==> src/rtl/smash_vc_fifo_if.sv <==
// smash_vc_fifo_if: write/read handshake, flit data and per-VC status bundle; master drives i_*, slave (the buffer) drives o_*
interface smash_vc_fifo_if #(
  parameter int NUM_VC = 2,
  parameter int ADDR_SIZE_FIFO = 2,
  parameter int DATA_SIZE = 32
);
  localparam int VC_BITS = NUM_VC > 1 ? $clog2(NUM_VC) : 1;
  localparam int CNT_W = ADDR_SIZE_FIFO + 1;
  logic i_write;
  logic [VC_BITS-1:0] i_wr_vc;
  logic [DATA_SIZE-1:0] i_data;
  logic i_read;
  logic [VC_BITS-1:0] i_rd_vc;
  logic [DATA_SIZE-1:0] o_data;
  logic [NUM_VC-1:0] o_full;
  logic [NUM_VC-1:0] o_empty;
  logic [NUM_VC-1:0] o_almost_full;
  logic [NUM_VC*CNT_W-1:0] o_count;
  logic o_wr_err;
  logic o_rd_err;
  modport master (
    output i_write, i_wr_vc, i_data, i_read, i_rd_vc,
    input o_data, o_full, o_empty, o_almost_full, o_count, o_wr_err, o_rd_err
  );
  modport slave (
    input i_write, i_wr_vc, i_data, i_read, i_rd_vc,
    output o_data, o_full, o_empty, o_almost_full, o_count, o_wr_err, o_rd_err
  );
endinterface

==> src/rtl/smash_vc_fifo.sv <==
// smash_vc_fifo: NUM_VC circular FWFT queues sharing one write and one read port; ports i_clk, i_rst (async high), s (slave: VC-steered write/read, head flit, per-VC full/empty/almost-full/count, dropped-access error pulses)
module smash_vc_fifo #(
  parameter int NUM_VC = 2,
  parameter int ADDR_SIZE_FIFO = 2,
  parameter int DATA_SIZE = 32,
  parameter int AFULL_THRESH = 1
) (
  input logic i_clk,
  input logic i_rst,
  smash_vc_fifo_if.slave s
);
  localparam int DEPTH = 1 << ADDR_SIZE_FIFO;
  localparam int VC_BITS = NUM_VC > 1 ? $clog2(NUM_VC) : 1;
  localparam int CNT_W = ADDR_SIZE_FIFO + 1;
  logic [DATA_SIZE-1:0] mem [NUM_VC][DEPTH];
  logic [ADDR_SIZE_FIFO-1:0] wp [NUM_VC];
  logic [ADDR_SIZE_FIFO-1:0] rp [NUM_VC];
  logic [CNT_W-1:0] cnt [NUM_VC];
  logic [NUM_VC-1:0] full, empty, wsel, rsel;
  logic wr_ok, rd_ok, wr_acc, rd_acc;
  for (genvar v = 0; v < NUM_VC; v++) begin : g_vc
    assign full[v] = cnt[v] == CNT_W'(DEPTH);
    assign empty[v] = cnt[v] == '0;
    assign s.o_almost_full[v] = (DEPTH - int'(cnt[v])) <= AFULL_THRESH;
    assign s.o_count[v*CNT_W +: CNT_W] = cnt[v];
    assign wsel[v] = wr_acc && s.i_wr_vc == VC_BITS'(v);
    assign rsel[v] = rd_acc && s.i_rd_vc == VC_BITS'(v);
  end
  assign s.o_full = full;
  assign s.o_empty = empty;
  assign wr_ok = 32'(s.i_wr_vc) < NUM_VC;
  assign rd_ok = 32'(s.i_rd_vc) < NUM_VC;
  assign rd_acc = s.i_read && rd_ok && !empty[s.i_rd_vc];
  // a full queue still takes a write when the same queue is popped this cycle
  assign wr_acc = s.i_write && wr_ok && (!full[s.i_wr_vc] || (rd_acc && s.i_rd_vc == s.i_wr_vc));
  assign s.o_data = (rd_ok && !empty[s.i_rd_vc]) ? mem[s.i_rd_vc][rp[s.i_rd_vc]] : '0;
  always_ff @(posedge i_clk) begin
    if (wr_acc) mem[s.i_wr_vc][wp[s.i_wr_vc]] <= s.i_data;
  end
  always_ff @(posedge i_clk or posedge i_rst) begin
    if (i_rst) begin
      for (int v = 0; v < NUM_VC; v++) begin
        wp[v] <= '0;
        rp[v] <= '0;
        cnt[v] <= '0;
      end
      s.o_wr_err <= 1'b0;
      s.o_rd_err <= 1'b0;
    end else begin
      for (int v = 0; v < NUM_VC; v++) begin
        if (wsel[v]) wp[v] <= wp[v] + 1'b1;
        if (rsel[v]) rp[v] <= rp[v] + 1'b1;
        cnt[v] <= (wsel[v] && !rsel[v]) ? cnt[v] + 1'b1 :
                  (rsel[v] && !wsel[v]) ? cnt[v] - 1'b1 : cnt[v];
      end
      s.o_wr_err <= s.i_write && !wr_acc;
      s.o_rd_err <= s.i_read && !rd_acc;
    end
  end
endmodule
==> src/flat_wrapper.sv <==
// flat-port wrapper written by rule: the top's interface ports become plain ports
module smash_vc_fifo_flat 
#(
  parameter int NUM_VC = 2,
  parameter int ADDR_SIZE_FIFO = 2,
  parameter int DATA_SIZE = 32,
  parameter int AFULL_THRESH = 1
)
  (i_clk, i_rst, s_i_write, s_i_wr_vc, s_i_data, s_i_read, s_i_rd_vc, s_o_data, s_o_full, s_o_empty, s_o_almost_full, s_o_count, s_o_wr_err, s_o_rd_err);
  smash_vc_fifo_if #(.NUM_VC(NUM_VC), .ADDR_SIZE_FIFO(ADDR_SIZE_FIFO), .DATA_SIZE(DATA_SIZE)) s_i ();
  input logic i_clk;
  input logic i_rst;
  input wire logic [$bits(s_i.i_write)-1:0] s_i_write;
  input wire logic [$bits(s_i.i_wr_vc)-1:0] s_i_wr_vc;
  input wire logic [$bits(s_i.i_data)-1:0] s_i_data;
  input wire logic [$bits(s_i.i_read)-1:0] s_i_read;
  input wire logic [$bits(s_i.i_rd_vc)-1:0] s_i_rd_vc;
  output wire logic [$bits(s_i.o_data)-1:0] s_o_data;
  output wire logic [$bits(s_i.o_full)-1:0] s_o_full;
  output wire logic [$bits(s_i.o_empty)-1:0] s_o_empty;
  output wire logic [$bits(s_i.o_almost_full)-1:0] s_o_almost_full;
  output wire logic [$bits(s_i.o_count)-1:0] s_o_count;
  output wire logic [$bits(s_i.o_wr_err)-1:0] s_o_wr_err;
  output wire logic [$bits(s_i.o_rd_err)-1:0] s_o_rd_err;
  assign s_i.i_write = s_i_write;
  assign s_i.i_wr_vc = s_i_wr_vc;
  assign s_i.i_data = s_i_data;
  assign s_i.i_read = s_i_read;
  assign s_i.i_rd_vc = s_i_rd_vc;
  assign s_o_data = s_i.o_data;
  assign s_o_full = s_i.o_full;
  assign s_o_empty = s_i.o_empty;
  assign s_o_almost_full = s_i.o_almost_full;
  assign s_o_count = s_i.o_count;
  assign s_o_wr_err = s_i.o_wr_err;
  assign s_o_rd_err = s_i.o_rd_err;
  smash_vc_fifo #(.NUM_VC(NUM_VC), .ADDR_SIZE_FIFO(ADDR_SIZE_FIFO), .DATA_SIZE(DATA_SIZE), .AFULL_THRESH(AFULL_THRESH)) u_core (.i_clk(i_clk), .i_rst(i_rst), .s(s_i));
endmodule
==> config.mk <==
export PLATFORM = sky130hd
export DESIGN_NAME = smash_vc_fifo_flat
export DESIGN_NICKNAME = d
export VERILOG_FILES = /design/src/rtl/smash_vc_fifo_if.sv /design/src/rtl/smash_vc_fifo.sv /design/src/flat_wrapper.sv
export SDC_FILE = /design/constraint.sdc
export NUM_CORES = 1
export LEC_CHECK = 0
export CELL_PAD_IN_SITES_DETAIL_PLACEMENT = 0
export CELL_PAD_IN_SITES_GLOBAL_PLACEMENT = 2
export CORE_MARGIN = 2
export CORE_UTILIZATION = 40
export CTS_CLUSTER_DIAMETER = 80
export DETAILED_ROUTE_END_ITERATION = 6
export PLACE_DENSITY = 0.73
export SLEW_MARGIN = 0
export SYNTH_ARGS = -nofsm -noshare
export SYNTH_HDL_FRONTEND = slang
export SYNTH_SLANG_ARGS = --single-unit
==> constraint.sdc <==
create_clock -name i_clk -period 3.6 [get_ports i_clk]
set_input_delay 0.54 -clock i_clk [delete_from_list [all_inputs] [get_ports i_clk]]
set_output_delay 0.54 -clock i_clk [all_outputs]
set_load 0.01 [all_outputs]
# ---- After elaboration in Yosys (flattened, before gate mapping)
# Memories as Yosys holds them, arrays and structs flattened.
# Cells that the tools add are included.
dict set report word_totals {
  mem_bits_rw 256
  output_inout_bits 46
  elab_cells 86
  ff_bits 16
  n_memories 1
  in_bits 38
}
dict set report op_classes {
  n_reduce_logical 27
  magnitude_cmp 9
  n_eq_ne 3
  n_mux 22
  addsub 10
  n_bitwise 6
}
# name depth width rd rd_ports_with_merged_regs write_ports line
set mem_list {}
lappend mem_list {u_core.mem 2 128 1 0 1 smash_vc_fifo.sv:15} ;# logic [DATA_SIZE-1:0] mem [NUM_VC][DEPTH];
# operator n
set ops {}
lappend ops {{$mux 128} 1}
lappend ops {{$mux 32} 4}
lappend ops {{$bmux 32 s2} 1}
lappend ops {{$demux 32 s2} 1}
lappend ops {{$le 32x2->1 const B} 2}
lappend ops {{$logic_and 1x1->1} 14}
lappend ops {{$mux 2} 6}
lappend ops {{$mux 3} 4}
lappend ops {{$add 2x1->2 const B} 4}
lappend ops {{$logic_not 1->1} 8}
lappend ops {{$sub 3x3->4 const A} 2}
lappend ops {{$add 3x1->3 const B} 2}
lappend ops {{$eq 3x3->1 const B} 2}
lappend ops {{$ge 3x3->1 const B} 2}
lappend ops {{$logic_not 3->1} 2}
lappend ops {{$not 2->3} 2}
lappend ops {{$sub 3x1->3 const B} 2}
lappend ops {{$mux 1} 5}
lappend ops {{$ge 2x2->1 const B} 2}
lappend ops {{$lt 1x2->1 const B} 2}
lappend ops {{$not 1->2} 2}
lappend ops {{$reduce_bool 2->1} 2}
lappend ops {{$lt 3x1->1 const B} 1}
lappend ops {{$not 1->1} 2}
lappend ops {{other kinds (2)} 2}

# ---- Longest topological paths before layout
dict set report logic_depth {
  ltp_word 13
  depth_mapped 11
  mapped_depth_nobuf 10
}

# ---- Worst setup path after synthesis
# OpenSTA, ideal clock, no wires.
dict set report synth_path {
  path_kind {register -> register}
  start {reg u_core.cnt (netlist bit u_core.s.o_count[0])}
  end {mem u_core.mem[0][64] (netlist name) (enable)}
  setup_slack_ps 88
  t_required_ps 3175
  setup_time_ps 425
  arrival_ps 3087
  synth_period_minus_slack_ps 3512
  stages_incl_launch_ff 7
  path_buffers 1
  path_cell_list {dfrtp_1 > nor2_1 > ha_1 > or3b_1 > buf_6 > a211oi_4 > nor2b_1}
}
dict set report synth_between {
  elab_chain_cells 10
  word_cells_on_any_way 14
  classes_between {eq/ne: 1; mux: 6; reduce/logical: 7}
}
# item line
set synth_rtl {}
lappend synth_rtl {{from (decl)} smash_vc_fifo.sv:18} ;# logic [CNT_W-1:0] cnt [NUM_VC];
lappend synth_rtl {{from (signal, indexed assignment)} smash_vc_fifo.sv:53} ;# cnt[v] <= (wsel[v] && !rsel[v]) ? cnt[v] + 1'b1 :
lappend synth_rtl {{$logic_not 3->1} smash_vc_fifo.sv:23} ;# assign empty[v] = cnt[v] == '0;
lappend synth_rtl {{net s_o_empty[0]} flat_wrapper.sv:20} ;# output wire logic [$bits(s_i.o_empty)-1:0] s_o_empty;
lappend synth_rtl {{$mux 1 (not written as such) (2 in a row)} smash_vc_fifo.sv:33} ;# assign rd_acc = s.i_read && rd_ok && !empty[s.i_rd_vc];
lappend synth_rtl {{$logic_not 1->1} smash_vc_fifo.sv:33}
lappend synth_rtl {{$logic_and 1x1->1} smash_vc_fifo.sv:33}
lappend synth_rtl {{$logic_and 1x1->1} smash_vc_fifo.sv:35} ;# assign wr_acc = s.i_write && wr_ok && (!full[s.i_wr_vc] || (rd_acc && s.i_rd_vc == s.i_wr_vc));
lappend synth_rtl {{$logic_or 1x1->1} smash_vc_fifo.sv:35}
lappend synth_rtl {{$logic_and 1x1->1} smash_vc_fifo.sv:35}
lappend synth_rtl {{$mux 1} smash_vc_fifo.sv:38} ;# if (wr_acc) mem[s.i_wr_vc][wp[s.i_wr_vc]] <= s.i_data;
lappend synth_rtl {{$mux 128 (not written as such)} smash_vc_fifo.sv:38}
lappend synth_rtl {{to (decl)} smash_vc_fifo.sv:15}
# The timed path passes the listed nets, and every way through them passes these cells. The select of a mux whose other input is x is not followed.

# ---- Worst setup path after layout
dict set report layout_path {
  start {reg u_core.cnt (netlist bit u_core.s.o_count[5])}
  end {out s_o_data[25]}
}
dict set report layout_between {
  elab_chain_cells 4
}
# item line
set layout_rtl {}
lappend layout_rtl {{$logic_not 3->1} smash_vc_fifo.sv:23}
lappend layout_rtl {{$mux 1 (not written as such) (2 in a row)} smash_vc_fifo.sv:36} ;# assign s.o_data = (rd_ok && !empty[s.i_rd_vc]) ? mem[s.i_rd_vc][rp[s.i_rd_vc]] : '0;
lappend layout_rtl {{$mux 32} smash_vc_fifo.sv:36}
lappend layout_rtl {{to (decl)} flat_wrapper.sv:18} ;# output wire logic [$bits(s_i.o_data)-1:0] s_o_data;
# Every way passes these cells. The select of a mux whose other input is x is not followed.

==> flow_metrics.tcl <==
set metrics [dict create \
    vias 5413 \
    htree_levels 1 \
    via_per_inst 5.24 \
    min_period_ns 3.45 \
    std_cell_rows 59 \
    dr.first_iter.drc_count 536 \
    clock_skew_ns 0.0118 \
    required_ns 3.06 \
    die_y_um 167 \
    post_drt_wl_per_cell_um 20.9 \
    power.total_w 0.0100 \
    cp-end-kind "output pin" \
    relSlewSlack_pct 57.2 \
    crit_path_start_kind "register" \
    track_usage_pct 15.1 \
    dr.pass1.iters 6 \
    grt_max_degree 33 \
    netlist_top_cells_area "edfxtp_1 72%, mux2i_1 12%, dfrtp_1 3.8%, o221ai_1 2.6%, o22a_1 2.6%" \
    ant_nets 0 \
    syn_inst 572 \
    multiInputGateArea_mm2 0.00239 \
    clockBufferDepth 3 \
    core_area_mm2 0.0261 \
    syn_to_final_growth_pct 21.1 \
    initial_utilization_pct 40.7 \
    cts_buffers 29 \
    root_buffer "clkbuf_16" \
    r2r_cells 8 \
    fill_cells 2197 \
    crit_fanout 32 \
    dieWidth_um 167 \
    status "finished with violations" \
    cts_setup_buffers 0 \
    layout.cells.most_common "edfxtp_1" \
    yosys_warnings 0 \
    syn-cell-area_mm2 0.0106 \
    seq_area_frac_synth_pct 76.0 \
    netlist.area_leader.share_pct 72.2 \
    period_share_pct 96.0 \
    grt-ovfl-total 0 \
    drc 7 \
    rsz0062_at_grt "false" \
    grt_pass1_vias 5652 \
    grt_first_pass_wirelength_um 32300 \
    fin_nets 721 \
    fin_setup_tns_ns 0 \
    power_leakage_nw 4.53 \
    worst_hold_slack_ns 0.383 \
    timing.rr.start "u_core.s.o_count[0]$_DFFE_PP0P_" \
    seqCellArea_mm2 0.00810 \
    r2r_setup_slack_ns 0.91 \
    gp_congestion 0.697 \
    antenna_found_initial 0 \
    timing.rr.end "u_core.s.o_count[1]$_DFFE_PP0P_" \
    synth_nets 618 \
    hold_buffers 0 \
    synth_cell_types 31 \
    drive_gt1_share_pct 10.7 \
    critPathArrivalTime_ns 2.91 \
    clock.fmax_mhz 289 \
    insertion_delay_ns 0.54 \
    final_hold_viol_count 0 \
    n_antenna_cell 0 \
    port_buffers 83 \
    ir_drop_uv 332 \
    io_pins 84 \
    maxCapViolations 0 \
    layout_common_cells "256 x edfxtp_1, 129 x mux2i_1, 83 x clkdlybuf4s50_1, 32 x o22a_1, 32 x o221ai_1" \
    drt-total-wl_um 21600 \
    slew_viol_final 0 \
    violations "design-rule violations" \
    syn_avg_cell_area_um2 18.6 \
    hold_class "in -> async" \
    worstMarginPinSlew_ns 0.642 \
    hpwlAfterDp_um 12300 \
    setup_viol_count_final 0 \
    dieArea_mm2 0.0279 \
    path_clk_slew_ns 0.06 \
    p_per_area_mw_per_mm2 776 \
    cts_sinks 272 \
    crit_type "reg -> out" \
    yosys.area.top_type "edfxtp_1" \
    cts_tree "yes" \
    synth-seq-cells 272 \
]
metal layers:
| layer | vias up | global-route usage (%) | part of all wire (%) |
|---|---|---|---|
| li1 | 2504 | - | - |
| met1 | 2744 | 19.6 | 43 |
| met2 | 132 | 26.3 | 49 |
| met3 | 33 | 2.79 | 5.9 |
| met4 | 0 | 4.20 | 1.9 |
| met5 | - | 0 | 0 |
logic make-up (layout without fill, tap and decap cells):
| kind of cell | Yosys count | in the layout | synth area share, % |
|---|---|---|---|
| DFF | 272 | 272 | 76.0 |
| muxes | 131 | 131 | 12.3 |
| AOI/OAI and AO/OA | 75 | 75 | 5.98 |
| buffers and inverters | 41 | 167 | 1.79 |
| and+or+nand+nor | 31 | 31 | 1.70 |
| xor gates and xnor gates | 14 | 14 | 1.15 |
| adders and majority gates | 8 | 8 | 1.08 |
timing repair:
action	CTS	global route
endpoints found under the setup margin	0	18
hold endpoints to repair	0	0
resized for setup	0	3
worst max-delay path by stage:
| stage | start | slack (ns) | end |
|---|---|---|---|
| 4_1_cts | u_core.s.o_count[3]$_DFFE_PP0P_ | 0.04 | s_o_data[30] |
| 2_1_floorplan | u_core.s.o_count[0]$_DFFE_PP0P_ | 0.09 | u_core.mem[0][64]$_DFFE_PP_ |
| 5_1_grt | u_core.s.o_count[5]$_DFFE_PP0P_ | 0.02 | s_o_data[30] |
| 3_3_place_gp | s_i_rd_vc | 0.36 | s_o_data[25] |
| 3_5_place_dp | s_i_rd_vc | 0.34 | s_o_data[30] |
| 6_report | u_core.s.o_count[5]$_DFFE_PP0P_ | 0.15 | s_o_data[25] |
state kept, by name, summed over array words and instances (netlist names):
| register | flops |
|---|---|
| u_core.s.o_rd_err | 1 |
| u_core.s.o_wr_err | 1 |
| u_core.wp | 4 |
| u_core.mem | 256 |
| u_core.s.o_count | 6 |
| u_core.rp | 4 |
worst max-delay path: stages (launching register included):
cell             delay (ns)
dfrtp_1                0.40
inv_1                  0.10
ha_1                   0.27
or3b_1                 0.42
buf_12                 0.20
o22a_1                 0.23
o221ai_1               0.13
clkdlybuf4s50_1        0.61
final cells by class:
class                           instances  area share (%)
Sequential cell                       272            62.8
Multi-Input combinational cell        259            18.5
Timing Repair Buffer                  104            8.27
Clock buffer                           36            5.83
Tap cell                              335            3.25
Clock inverter                         18            1.06
Inverter                                9           0.262
report_power, final:
| group | internal [W] | switching (W) |
|---|---|---|
| registers | 0.00389 | 0.000325 |
| clock network | 0.00162 | 0.00114 |
| logic | 0.00155 | 0.00148 |
| total | 0.00706 | 0.00295 |
through the flow:
step	worst slack, ns	area, um2	instances	utilization [%]
2_1_floorplan	0.0882	10600	572	-
3_3_place_gp	0.355	12000	979	45.9
3_5_place_dp	0.340	12000	979	45.9
4_1_cts	0.0379	12900	1033	49.3
5_1_grt	0.0160	12900	1033	49.4
6_report	0.145	12900	1033	49.4
synthesized netlist by cell type, drive strengths merged:
master  count
and2        2
fa          2
nand3b      2
xnor2       8
nand3       2
buf        17
dfrtp      16
edfxtp    256
a211oi      1
and4        2
o221ai     32
clkbuf     15
mux2        2
o22ai       1
ha          6
xor2        6
inv         9
nor2        8
nand2       4
mux2i     129
nor2b       5
o22a       32
or3         1
a22oi       2
and4b       2
o21ai       2
or3b        2
a21oi       5
nand2b      1
(Power assumes the default switching activity.)
